==> config.mk <==
export PLATFORM = sky130hd
export DESIGN_NAME = kdw_loader
export DESIGN_NICKNAME = d
export VERILOG_FILES = /design/src/rtl/kdw_loader.sv
export SDC_FILE = /design/constraint.sdc
export NUM_CORES = 1
export LEC_CHECK = 0
export BUFFER_PORTS_ARGS = -buffer_cell sky130_fd_sc_hd__buf_2
export CAP_MARGIN = 10
export CORE_AREA = 8 8 111 113
export DETAILED_ROUTE_END_ITERATION = 10
export DIE_AREA = 0 0 119 121
export PLACE_DENSITY_LB_ADDON = 0.05
export SYNTH_ARGS = -nofsm -noshare
export SYNTH_HDL_FRONTEND = slang
export SYNTH_SLANG_ARGS = --single-unit
==> constraint.sdc <==
create_clock -name clk -period 2.9 [get_ports clk]
set_input_delay 0.58 -clock clk [delete_from_list [all_inputs] [get_ports clk]]
set_output_delay 0.58 -clock clk [all_outputs]
set_load 0.03 [all_outputs]
==> src/rtl/kdw_loader.sv <==
// Depthwise-kernel tile loader: fetches weights channel-major from external memory
// and writes them position-major (tap*N_CH + channel) into the tile RAM.
module kdw_loader #(
  parameter int WG_W = 8,
  parameter int K    = 3,
  parameter int N_CH = 16,
  parameter int MA_W = 32,
  localparam int KK         = K * K,
  localparam int KDW_N_ELEM = KK * N_CH,
  localparam int NCH_W      = $clog2(N_CH + 1),
  localparam int KA_W       = $clog2(KDW_N_ELEM)
) (
  input  logic             clk,
  input  logic             rst,
  input  logic             start,
  input  logic [MA_W-1:0]  base_addr,
  input  logic [NCH_W-1:0] n_ch,
  output logic             busy,
  output logic             done,
  output logic             mem_req,
  output logic [MA_W-1:0]  mem_addr,
  input  logic             mem_ready,
  input  logic             mem_rvalid,
  input  logic [WG_W-1:0]  mem_rdata,
  output logic [KA_W-1:0]  kdw_addr,
  output logic [WG_W-1:0]  kdw_data,
  output logic             kdw_write
);

  localparam int CNT_W = $clog2(KDW_N_ELEM + 1);
  localparam int KC_W  = $clog2(KK + 1);

  typedef enum logic [1:0] {
    IDLE  = 2'd0,
    FETCH = 2'd1,
    DRAIN = 2'd2,
    DONE  = 2'd3
  } state_t;

  state_t            state_r, state_s;
  logic [CNT_W-1:0]  total_r, iss_r, rcv_r;
  logic [KC_W-1:0]   k_r;
  logic [NCH_W-1:0]  ch_r;
  logic [KA_W-1:0]   wa_r;
  logic [MA_W-1:0]   mem_addr_r;
  logic              mem_req_r, busy_r, done_r, kdw_write_r;
  logic [KA_W-1:0]   kdw_addr_r;
  logic [WG_W-1:0]   kdw_data_r;

  logic [NCH_W-1:0]  nch_sat_s;
  logic [CNT_W-1:0]  total_s;
  logic              accept_s, hs_s, last_hs_s, resp_s;

  assign nch_sat_s = (n_ch > NCH_W'(N_CH)) ? NCH_W'(N_CH) : n_ch;
  assign total_s   = CNT_W'(nch_sat_s * KK);
  assign accept_s  = start && (state_r == IDLE);
  assign hs_s      = (state_r == FETCH) && mem_ready;
  assign last_hs_s = hs_s && (iss_r == total_r - CNT_W'(1));
  // Responses outside FETCH/DRAIN (e.g. left over from a reset) are dropped.
  assign resp_s    = mem_rvalid && ((state_r == FETCH) || (state_r == DRAIN))
                     && (rcv_r != total_r);

  // Next-state logic
  always_comb begin
    state_s = state_r;
    case (state_r)
      IDLE: begin
        if (start) begin
          state_s = (total_s == CNT_W'(0)) ? DONE : FETCH;
        end else begin
          state_s = IDLE;
        end
      end
      FETCH: begin
        if (last_hs_s) state_s = DRAIN;
        else           state_s = FETCH;
      end
      DRAIN: begin
        if (rcv_r == total_r) state_s = DONE;
        else                  state_s = DRAIN;
      end
      DONE:    state_s = IDLE;
      default: state_s = IDLE;
    endcase
  end

  // State register and status outputs registered from the next state
  always_ff @(posedge clk or posedge rst) begin
    if (rst) begin
      state_r   <= IDLE;
      mem_req_r <= 1'b0;
      busy_r    <= 1'b0;
      done_r    <= 1'b0;
    end else begin
      state_r   <= state_s;
      mem_req_r <= (state_s == FETCH);
      busy_r    <= (state_s == FETCH) || (state_s == DRAIN);
      done_r    <= (state_s == DONE);
    end
  end

  // Request side: issue counter and running read address
  always_ff @(posedge clk or posedge rst) begin
    if (rst) begin
      total_r    <= '0;
      iss_r      <= '0;
      mem_addr_r <= '0;
    end else if (accept_s) begin
      total_r    <= total_s;
      iss_r      <= '0;
      mem_addr_r <= base_addr;
    end else if (hs_s) begin
      iss_r      <= iss_r + CNT_W'(1);
      mem_addr_r <= mem_addr_r + MA_W'(1);
    end
  end

  // Response side: tap/channel counters build the tile address by stepping N_CH per tap
  always_ff @(posedge clk or posedge rst) begin
    if (rst) begin
      rcv_r <= '0;
      k_r   <= '0;
      ch_r  <= '0;
      wa_r  <= '0;
    end else if (accept_s) begin
      rcv_r <= '0;
      k_r   <= '0;
      ch_r  <= '0;
      wa_r  <= '0;
    end else if (resp_s) begin
      rcv_r <= rcv_r + CNT_W'(1);
      if (k_r == KC_W'(KK - 1)) begin
        k_r  <= '0;
        ch_r <= ch_r + NCH_W'(1);
        wa_r <= KA_W'(ch_r + NCH_W'(1));
      end else begin
        k_r  <= k_r + KC_W'(1);
        wa_r <= wa_r + KA_W'(N_CH);
      end
    end
  end

  // Tile RAM write port
  always_ff @(posedge clk or posedge rst) begin
    if (rst) begin
      kdw_write_r <= 1'b0;
      kdw_addr_r  <= '0;
      kdw_data_r  <= '0;
    end else begin
      kdw_write_r <= resp_s;
      if (resp_s) begin
        kdw_addr_r <= wa_r;
        kdw_data_r <= mem_rdata;
      end
    end
  end

  assign busy      = busy_r;
  assign done      = done_r;
  assign mem_req   = mem_req_r;
  assign mem_addr  = mem_addr_r;
  assign kdw_write = kdw_write_r;
  assign kdw_addr  = kdw_addr_r;
  assign kdw_data  = kdw_data_r;

endmodule
==> results.md <==
- Number of core rows: 38
- Area of the core: 0.0106 mm^2
- CTS resizes: 0
- Clock latency on the worst-skew pair: 370 ps
- Status: complete, no violations
- Slew HR: 0.573
- Final Hold Fails: 0
- Max-slew violations: 0
- Hold buffers post-CTS: 0
- DRT iter0 DRCs: 268
- Die X: 119 um
- Final #Nets: 733
- DRT Wirelength: 12.5 mm
- Synthesis-to-finish area growth: 16.7%
- GPL Wtd Cong: 0.840
- Vias in the first global route: 4,453
- Post-route minimum period: 2580 ps
- Gate Count Post-Synth: 575
- Worst Path Max Fanout: 8
- Cell area after synthesis: 0.00515 mm^2
- Largest net degree at the start of global routing: 74
- Syn. warnings: 0
- Post-detail-place hpwl: 8.89 mm
- Crit path DAT: 2880 ps
- Dominant cell type by area after synthesis: dfrtp_1
- Routed Antenna Nets: 0
- Crit Path Category: reg -> reg
- PwrDens: 933 mW/mm^2
- RR Startpoint: state_r[1]
- Maximum Capacitance Violations: 0
- Filler cells: 1,006
- # IOs: 102
- Antenna diodes: 0
- Setup repair bufs after CTS: 0
- Finish-stage setup viols: 0
- Register area share after synthesis: 0.462
- CTS tree: yes
- CTS buffer count: 9
- Synth top area share: 0.462
- Slew @ Worst Pin: 635 ps
- Period utilization: 0.890
- Peak supply drop: 522 uV
- H-Tree Depth: 3
- Via count: 4,378
- Post-synth EDFFs: 0
- Tot GR Track Use: 0.179
- Hold Path Class: in -> async
- Die area: 0.0144 mm^2
- CTS Buffer Depth: 2
- Clock tree sinks: 95
- Synth Register Bits: 95
- First-pass GRT wire length: 21.4 mm
- DRT Pass-1 Iters: 7
- Antenna violations before repair: 0
- Top cells by area, synth: dfrtp_1 46%, nand2_1 9.0%, xnor2_1 5.4%
- Commonest non-fill, non-tap cell in the layout: nand2_1
- Ys async rst share: 1.00
- P_leak: 2.79 nW
- Skew final: 15.7 ps
- Most frequent cells in the layout: 124 x nand2_1, 101 x buf_2, 95 x dfrtp_1
- Critical Path Source: state_r[1]
- Total grt overflow: 0
- Hold Slack: 232 ps
- Mean routed wirelength per cell: 15.4 um
- # DRC: 0
- CP endpoint kind: flip-flop
- Post-synth cell types: 52
- RSZ-0062 raised after global routing: false
- Root buffer cell: clkbuf_8
- CP startpoint kind: flip-flop
- Clock slew at reported path FFs: 100 ps
- Vias/cell: 5.40
- Syn nets: 642
- Synth Area per Inst: 8.96 um^2
- WP data required: 3200 ps
- Setup TNS: 0 ps
- Share of cells above drive strength 1: 0.204
- Main flop type after synthesis: dfrtp_1
- Initial Util: 0.486
- Max Fclk: 0.388 GHz
- Die height: 121 um
- Number of port buffers: 101
## kinds of logic after synthesis
logic type	count (synthesis)	synth area share
AO/OA/AOI/OAI	101	0.120
XOR/XNOR	59	0.100
adder cells (fa/ha/maj)	17	0.0428
buffers and inverters	50	0.0381
flip-flops	95	0.462
other	2	0.00146
AND/OR/NAND/NOR	251	0.236
## worst max-delay path, stage by stage, from the launching register on
cell	delay [ps]
dfrtp_1	400
inv_1	100
ha_1	240
and4_1	350
nand3_4	140
or4_1	680
or4_1	510
nand3_1	90
## final cells by class
| type | instances | area (um^2) | area share |
|---|---|---|---|
| flip-flops and latches | 95 | 2380 | 0.395 |
| clock buffers | 9 | 124 | 0.0206 |
| multi-input cells | 430 | 2580 | 0.429 |
| clock inverters | 7 | 77.6 | 0.0129 |
| repair buffers | 111 | 606 | 0.101 |
| inverters | 19 | 75.1 | 0.0125 |
| well taps | 140 | 175 | 0.0291 |
## where the power goes
part           internal [mW]  switching, mW
sequential              1.74          0.493
combinational          0.847           1.62
clock                  0.410          0.504
## metal layers
layer  part of all wire  routed length, um  vias up  GRT usage
met5                  0                  0        -          0
met4              0.027                339        0     0.0822
met3              0.053                664       23     0.0479
met2               0.46               5780       97      0.281
met1               0.46               5720     2098      0.228
li1                   -                  -     2160          -
## cell usage after synthesis (9+ instances only)
cell	n
ha_1	16
and3_1	9
nor3_1	12
dfrtp_1	95
xor2_1	27
xnor2_1	32
or4_1	11
a21oi_1	24
nand4_1	10
nand3_1	28
nand2_1	124
inv_1	18
nor2_1	23
o21ai_0	41
clkbuf_1	17
## path summary, 6_finish.rpt
| check | endpoint | slack, ps | depth (start not counted) |
|---|---|---|---|
| setup / recovery | mem_addr[29] | 320 | 7 |
| hold / removal | total_r[7] | 230 | 2 |
| setup reg to reg | mem_addr[29] | 320 | 7 |
| hold reg to reg | kdw_addr[0] | 470 | 2 |
| max in group asynchronous | mem_addr[0] | 1920 | 3 |
| min in group clk | kdw_data[1] | 390 | 3 |
## flip-flops by register name (all words and copies together), names as in the netlist
signal / flops
mem_addr: 32
iss_r: 8
kdw_addr: 8
kdw_data: 8
rcv_r: 8
total_r: 8
wa_r: 8
ch_r: 5
k_r: 4
state_r: 2
busy: 1
done: 1
kdw_write: 1
mem_req: 1
## through the flow
step | util | cell area [um^2] | power [mW] | worst slack (ps) | instances
after floorplan | - | 5150 | 3.94 | 399 | 575
after global placement | 0.548 | 5810 | 4.69 | 128 | 795
after detailed placement | 0.548 | 5810 | 4.74 | 53.8 | 795
after CTS | 0.567 | 6010 | 5.67 | 323 | 811
after global routing | 0.567 | 6010 | 6.03 | 142 | 811
final | 0.567 | 6010 | 5.61 | 320 | 811
Power figures use the tool's default switching activity.
